===== config.mk =====
export PLATFORM = sky130hd
export DESIGN_NAME = wbvio_burst_bridge
export DESIGN_NICKNAME = d
export VERILOG_FILES = /design/src/rtl/wbvio_pkg.sv /design/src/rtl/wbvio_rdbuf.sv /design/src/rtl/wbvio_burst_bridge.sv
export SDC_FILE = /design/constraint.sdc
export NUM_CORES = 1
export LEC_CHECK = 0
export ABC_AREA = 0
export BUFFER_PORTS_ARGS = -buffer_cell sky130_fd_sc_hd__clkbuf_2
export CAP_MARGIN = 20
export CORE_MARGIN = 2
export CORE_UTILIZATION = 64
export DETAILED_ROUTE_END_ITERATION = 12
export PLACE_DENSITY = 0.86
export SYNTH_ARGS = -nofsm -noshare
export SYNTH_HDL_FRONTEND = slang
export SYNTH_HIERARCHICAL = 1
export SYNTH_SLANG_ARGS = --single-unit

===== constraint.sdc =====
create_clock -name clk_i -period 12.2 [get_ports clk_i]
set_clock_uncertainty 0.15 [all_clocks]
set_input_delay 1.22 -clock clk_i [delete_from_list [all_inputs] [get_ports clk_i]]
set_output_delay 1.22 -clock clk_i [all_outputs]
set_load 0.005 [all_outputs]

===== src/rtl/wbvio_pkg.sv =====
// Shared definitions for the burst-capable VIO-to-WISHBONE bridge.
//
// Contents:
//   - FSM state encodings (legacy-compatible localparam constants)
//   - Slave response classes, ordered so that a higher code wins
//   - clog2 helper for sizing counters and indices
//   - resp_decode: collapses err/rty/ack into one prioritised class
package wbvio_pkg;

    // Bridge FSM states
    localparam logic [1:0] StIdle   = 2'd0;
    localparam logic [1:0] StAccess = 2'd1;
    localparam logic [1:0] StRetry  = 2'd2;
    localparam logic [1:0] StDone   = 2'd3;

    // Response classes; numeric order is priority order (err > rty > ack > none).
    // A missing response feeds the watchdog instead.
    localparam logic [1:0] RespNone = 2'd0;
    localparam logic [1:0] RespAck  = 2'd1;
    localparam logic [1:0] RespRty  = 2'd2;
    localparam logic [1:0] RespErr  = 2'd3;

    // Smallest width w such that 2**w >= value (0 for value <= 1)
    function automatic int unsigned clog2(input int unsigned value);
        int unsigned width;
        width = 0;
        for (int unsigned i = 0; i < 32; i++) begin
            if ((64'(1) << i) < 64'(value)) begin
                width = i + 1;
            end
        end
        return width;
    endfunction

    // Several response lines may be raised on the same edge; only the strongest counts.
    function automatic logic [1:0] resp_decode(input logic err, input logic rty,
                                               input logic ack);
        logic [1:0] resp;
        if (err) begin
            resp = RespErr;
        end else if (rty) begin
            resp = RespRty;
        end else if (ack) begin
            resp = RespAck;
        end else begin
            resp = RespNone;
        end
        return resp;
    endfunction

endpackage


===== src/rtl/wbvio_rdbuf.sv =====
// Read-capture buffer for the burst bridge.
//
// DEPTH x DW register file with one synchronous write port and one
// asynchronous read port. No reset: contents are undefined until written,
// which keeps the array mappable onto distributed RAM.
//
// Ports:
//   clk_i    clock
//   we_i     write enable
//   waddr_i  write index
//   wdata_i  write data
//   raddr_i  read index (combinational read)
//   rdata_o  word stored at raddr_i
module wbvio_rdbuf
    import wbvio_pkg::*;
#(
    parameter int unsigned DW    = 32,
    parameter int unsigned DEPTH = 16,
    localparam int unsigned IW   = clog2(DEPTH)
) (
    input  logic          clk_i,
    input  logic          we_i,
    input  logic [IW-1:0] waddr_i,
    input  logic [DW-1:0] wdata_i,
    input  logic [IW-1:0] raddr_i,
    output logic [DW-1:0] rdata_o
);

    logic [DW-1:0] mem_q [DEPTH];

    always_ff @(posedge clk_i) begin
        if (we_i) begin
            mem_q[waddr_i] <= wdata_i;
        end
    end

    assign rdata_o = mem_q[raddr_i];

endmodule


===== src/rtl/wbvio_burst_bridge.sv =====
// VIO-style control port to WISHBONE master bridge with bursts.
//
// A rising edge on ctl_go_i launches a 1..MAX_BURST beat transaction using
// the captured address/data/select/direction. Read beats land in a small
// indexed buffer that the control side reads back through ctl_idx_i.
// Each beat may be re-issued on rty up to RETRY_MAX times, and is aborted
// by a watchdog after TIMEOUT cycles without any slave response.
//
// Ports:
//   clk_i, rst_i           clock, asynchronous active-high reset
//   ctl_dat_i              write data (same word on every beat)
//   ctl_adr_i, ctl_sel_i   start address, byte selects
//   ctl_we_i, ctl_len_i    direction, beats minus one
//   ctl_incr_i             advance address by ADDR_STEP per beat
//   ctl_go_i               rising edge starts; low level leaves DONE
//   ctl_lock_i             keep cyc_o asserted between transactions
//   ctl_idx_i, ctl_dat_o   read-buffer index and word (combinational)
//   ctl_cnt_o              beats completed in the last/current transaction
//   ctl_busy_o/done_o      in progress / finished
//   ctl_err_o/tmo_o        finished with error / by watchdog
//   dat_o..we_o            WISHBONE master outputs
//   dat_i, ack_i, err_i, rty_i  WISHBONE slave response
module wbvio_burst_bridge
    import wbvio_pkg::*;
#(
    parameter int unsigned DW        = 32,
    parameter int unsigned AW        = 20,
    parameter int unsigned MAX_BURST = 16,
    parameter int unsigned ADDR_STEP = 1,
    parameter int unsigned RETRY_MAX = 3,
    parameter int unsigned TIMEOUT   = 1023,
    localparam int unsigned LW       = clog2(MAX_BURST)
) (
    input  logic            clk_i,
    input  logic            rst_i,
    // Control side
    input  logic [DW-1:0]   ctl_dat_i,
    input  logic [AW-1:0]   ctl_adr_i,
    input  logic [DW/8-1:0] ctl_sel_i,
    input  logic            ctl_we_i,
    input  logic [LW-1:0]   ctl_len_i,
    input  logic            ctl_incr_i,
    input  logic            ctl_go_i,
    input  logic            ctl_lock_i,
    input  logic [LW-1:0]   ctl_idx_i,
    output logic [DW-1:0]   ctl_dat_o,
    output logic [LW:0]     ctl_cnt_o,
    output logic            ctl_busy_o,
    output logic            ctl_done_o,
    output logic            ctl_err_o,
    output logic            ctl_tmo_o,
    // WISHBONE master
    output logic [DW-1:0]   dat_o,
    output logic [AW-1:0]   adr_o,
    output logic [DW/8-1:0] sel_o,
    output logic            cyc_o,
    output logic            stb_o,
    output logic            we_o,
    input  logic [DW-1:0]   dat_i,
    input  logic            ack_i,
    input  logic            err_i,
    input  logic            rty_i
);

    localparam int unsigned CW = LW + 1;
    // +2 keeps the counter at least one bit wide even when RETRY_MAX is 0
    localparam int unsigned RW = clog2(RETRY_MAX + 2);
    localparam int unsigned TW = clog2(TIMEOUT);

    logic [1:0]      state_q, state_d;
    logic            go_q;
    logic            cyc_q, cyc_d;
    logic [AW-1:0]   adr_q, adr_d;
    logic [DW-1:0]   dat_q, dat_d;
    logic [DW/8-1:0] sel_q, sel_d;
    logic            we_q, we_d;
    logic [LW-1:0]   len_q, len_d;
    logic            incr_q, incr_d;
    logic [LW-1:0]   beat_q, beat_d;
    logic [RW-1:0]   retry_q, retry_d;
    logic [TW-1:0]   tmo_cnt_q, tmo_cnt_d;
    logic [CW-1:0]   cnt_q, cnt_d;
    logic            err_q, err_d;
    logic            tmo_q, tmo_d;

    logic            go_rise;
    logic [1:0]      resp;
    logic            buf_we;

    assign go_rise = ctl_go_i & ~go_q;
    assign resp    = resp_decode(err_i, rty_i, ack_i);

    always_comb begin
        state_d   = state_q;
        cyc_d     = cyc_q;
        adr_d     = adr_q;
        dat_d     = dat_q;
        sel_d     = sel_q;
        we_d      = we_q;
        len_d     = len_q;
        incr_d    = incr_q;
        beat_d    = beat_q;
        retry_d   = retry_q;
        tmo_cnt_d = tmo_cnt_q;
        cnt_d     = cnt_q;
        err_d     = err_q;
        tmo_d     = tmo_q;
        buf_we    = 1'b0;

        case (state_q)
            StIdle: begin
                // Outside a transaction cyc simply follows the lock request
                cyc_d = ctl_lock_i;
                if (go_rise) begin
                    adr_d     = ctl_adr_i;
                    dat_d     = ctl_dat_i;
                    sel_d     = ctl_sel_i;
                    we_d      = ctl_we_i;
                    len_d     = ctl_len_i;
                    incr_d    = ctl_incr_i;
                    beat_d    = '0;
                    retry_d   = '0;
                    tmo_cnt_d = '0;
                    cnt_d     = '0;
                    err_d     = 1'b0;
                    tmo_d     = 1'b0;
                    cyc_d     = 1'b1;
                    state_d   = StAccess;
                end
            end

            StAccess: begin
                case (resp)
                    RespErr: begin
                        err_d   = 1'b1;
                        cyc_d   = ctl_lock_i;
                        state_d = StDone;
                    end
                    RespRty: begin
                        if (retry_q < RW'(RETRY_MAX)) begin
                            retry_d = retry_q + RW'(1);
                            state_d = StRetry;
                        end else begin
                            err_d   = 1'b1;
                            cyc_d   = ctl_lock_i;
                            state_d = StDone;
                        end
                    end
                    RespAck: begin
                        buf_we = ~we_q;
                        cnt_d  = cnt_q + CW'(1);
                        if (beat_q == len_q) begin
                            cyc_d   = ctl_lock_i;
                            state_d = StDone;
                        end else begin
                            // Stay in ACCESS so stb remains high for the next beat
                            beat_d    = beat_q + LW'(1);
                            retry_d   = '0;
                            tmo_cnt_d = '0;
                            if (incr_q) begin
                                adr_d = adr_q + AW'(ADDR_STEP);
                            end
                        end
                    end
                    default: begin
                        if (tmo_cnt_q == TW'(TIMEOUT - 1)) begin
                            err_d   = 1'b1;
                            tmo_d   = 1'b1;
                            cyc_d   = ctl_lock_i;
                            state_d = StDone;
                        end else begin
                            tmo_cnt_d = tmo_cnt_q + TW'(1);
                        end
                    end
                endcase
            end

            StRetry: begin
                // One idle strobe cycle with cyc held, then re-issue the same beat
                tmo_cnt_d = '0;
                state_d   = StAccess;
            end

            default: begin
                // StDone: results hold until the next go edge
                cyc_d = ctl_lock_i;
                if (!ctl_go_i) begin
                    state_d = StIdle;
                end
            end
        endcase
    end

    always_ff @(posedge clk_i or posedge rst_i) begin
        if (rst_i) begin
            state_q   <= StIdle;
            go_q      <= 1'b0;
            cyc_q     <= 1'b0;
            adr_q     <= '0;
            dat_q     <= '0;
            sel_q     <= '0;
            we_q      <= 1'b0;
            len_q     <= '0;
            incr_q    <= 1'b0;
            beat_q    <= '0;
            retry_q   <= '0;
            tmo_cnt_q <= '0;
            cnt_q     <= '0;
            err_q     <= 1'b0;
            tmo_q     <= 1'b0;
        end else begin
            state_q   <= state_d;
            go_q      <= ctl_go_i;
            cyc_q     <= cyc_d;
            adr_q     <= adr_d;
            dat_q     <= dat_d;
            sel_q     <= sel_d;
            we_q      <= we_d;
            len_q     <= len_d;
            incr_q    <= incr_d;
            beat_q    <= beat_d;
            retry_q   <= retry_d;
            tmo_cnt_q <= tmo_cnt_d;
            cnt_q     <= cnt_d;
            err_q     <= err_d;
            tmo_q     <= tmo_d;
        end
    end

    wbvio_rdbuf #(
        .DW    (DW),
        .DEPTH (MAX_BURST)
    ) u_rdbuf (
        .clk_i   (clk_i),
        .we_i    (buf_we),
        .waddr_i (beat_q),
        .wdata_i (dat_i),
        .raddr_i (ctl_idx_i),
        .rdata_o (ctl_dat_o)
    );

    // Strobe, busy and done decode straight from the registered state
    assign stb_o      = (state_q == StAccess);
    assign cyc_o      = cyc_q;
    assign we_o       = we_q;
    assign adr_o      = adr_q;
    assign dat_o      = dat_q;
    assign sel_o      = sel_q;
    assign ctl_busy_o = (state_q == StAccess) || (state_q == StRetry);
    assign ctl_done_o = (state_q == StDone);
    assign ctl_cnt_o  = cnt_q;
    assign ctl_err_o  = err_q;
    assign ctl_tmo_o  = tmo_q;

endmodule


==> metrics <==
synth warn=6; final slew viol count=0; synthesized area=23800 sq um; Max Fclk=189 MHz; initial antenna violation count=4; first-pass GRT wire length=88000 um; WP data required=10830 ps; final hold viol count=0; Pwr Density=186 nW/um^2; Yosys reg bits=602; PnR Total Power=5.11 mW; Yosys cell types=59; compound-gate portion of the synthesized area=4.88%; startpoint types=input pin; Via Count=13900; maximum fanout along the worst path=74; wire length per cell=28.6 um; Min-Delay Path Class=in -> async; fillers=2000; hold_buf cts=0; DR DRC count=0; post_cts resized=0; Die Wd=197 um; CTS Buffer Depth=3; CP Class=in -> out; CTS tree=built; WHS=283 ps; simple-gate share of the synthesized area=5.97%; slew at the pin closest to its max-slew limit=1150 ps; post-layout util=75.0%; sequential fraction of the synthesis area=74.2%; post-route design area=27500 sq um; CP Data Arrival Time=3930 ps; outcome=complete, no violations; most common cell after layout, fill and taps aside=edfxtp_1; fin cells=2076; Syn Inst Count=1334; Reg clk slew, reported paths=60 ps; largest family of logic cells by synthesized area=multiplexers; worst skew pair latency=610 ps; DP Worst Slack=6670 ps; Max VDD drop=137 uV; Placed Instance Area=25400 sq um; core footprint=36600 sq um; vias per cell=6.68; Final Setup Violations=0; Placed Cells incl. Taps=1965; total negative slack=0 ps; max cap viols=0; initial DRC count=1538; post-CTS setup buffer count=0; most frequent cells in the layout=edfxtp_1 (512), nand2_1 (202), clkbuf_2 (202); largest net degree at the start of global routing=88; fraction of synthesized area in multiplexers=12.4%; TritonCTS buffer count=58; Die Area=38700 sq um; post-route ant nets=0; Net Count, Synth=1454; area delta synth->final=15.6%; minimum clock period=5300 ps; clock root cell=clkbuf_16; CTS H-tree lvls=2; EDFF count, synth=512; normalized max-slew margin=23.6%; area of the multi-input gates=5900 sq um; top cells by area, synth=edfxtp_1 (65%), mux4_2 (12%), dfrtp_1 (9.5%); part of the cycle the worst path needs=43.4%; worst path bufs/invs=4; Port-buffer cells=204; Syn Area/Cell=17.8 sq um; P_leak=9.87 nW; FFs w/ async S/R, synth=15.0%; xor/xnor cell area share of the yosys netlist=0.295%; delay-heaviest family, CP=buffers and inverters; layout cells sized above 1=29.5%; floorplan row count=70; clock sink count=602; CP cell instances=clkbuf_8 > buf_4 > buf_16 > mux4_2 > a22oi_1 > nand2_1 > clkbuf_2; nets@finish=1679; DP HPWL=29900 um; vias in the first global route=14100; WL final=59300 um; GRT Util Overall=31.5%; total gr overflow=0; post-synth top area cell=edfxtp_1; Yosys top cell area share=64.7%; Synth Flop Type=edfxtp_1; Sequential cell area=17600 sq um; RSZ-0062 raised after global routing=no; drt pass-1 iters=6; Post-Synth Adder-Cell Area=0.790%; final worst setup slack=6900 ps; Die Ht=197 um; I/O Pins=205; starting density of the core=64.9%; critical path's largest stage delay=690 ps; gpl congestion=0.863; kind of end point of the critical path=output pin; crit path max-delay cell type=clkbuf_8
report_power, final:
part | internal, mW | total (mW) | leakage [nW] | switching [mW]
logic | 0.290 | 0.725 | 3.16 | 0.435
registers | 2.37 | 2.51 | 5.74 | 0.133
clock network | 1.11 | 1.88 | 0.964 | 0.767
total | 3.77 | 5.11 | 9.87 | 1.34
registers in the layout (all words and copies together), names as in the netlist:
signal	count
len_q	4
ctl_err_o	1
adr_o	20
sel_o	4
cyc_o	1
state_q	2
tmo_cnt_q	10
ctl_cnt_o	5
incr_q	1
dat_o	32
ctl_tmo_o	1
we_o	1
beat_q	4
u_rdbuf/mem_q	512
go_q	1
retry_q	3
cell families (layout without fill, tap and decap cells):
kind of cell,Yosys count,in the layout
flip-flops,602,602
AND/OR/NAND/NOR,321,321
AO/OA/AOI/OAI,172,172
multiplexers,133,133
buffers and inverters,83,356
adder cells (fa/ha/maj),15,15
XOR/XNOR,8,8
other,0,1
layout make-up:
type	count	area share [%]
clock buffer	71	5.46
clock inverter	37	1.79
timing repair buffer	233	4.70
tap	468	2.13
sequential	602	64.2
antenna	1	0.00911
inverter	15	0.210
multi-input combinational	649	21.5
routing by layer:
metal / part of all wire, % / global-route usage (%)
met1: 35 / 40.9
met2: 50 / 52.4
met3: 11 / 7.60
met4: 3.4 / 12.2
met5: 0.076 / 0
cell usage after synthesis, types with 9 or more instances:
| cell | count |
|---|---|
| buf_1 | 17 |
| nor2_1 | 34 |
| ha_1 | 15 |
| nand4_1 | 10 |
| buf_4 | 9 |
| o21ai_0 | 24 |
| nand3_1 | 19 |
| clkbuf_1 | 31 |
| a21oi_1 | 35 |
| edfxtp_1 | 512 |
| inv_1 | 14 |
| buf_2 | 11 |
| mux4_2 | 128 |
| dfrtp_1 | 90 |
| nor3_1 | 15 |
| nand2_1 | 202 |
| a22oi_1 | 64 |
path summary, 6_finish.rpt:
path	startpoint	end	slack, ps	cells past startpoint
max in group asynchronous	rst_i	dat_o[17]	10710	4
max	ctl_idx_i[0]	ctl_dat_o[16]	6900	7
min in group clk_i	sel_o[0]	sel_o[0]	330	2
min	rst_i	cyc_o	280	2
min reg2reg	sel_o[0]	sel_o[0]	330	2
max reg2reg	state_q[1]	u_rdbuf/mem_q[3][17]	8340	8
Note: power is estimated with default switching activity, not from simulation.
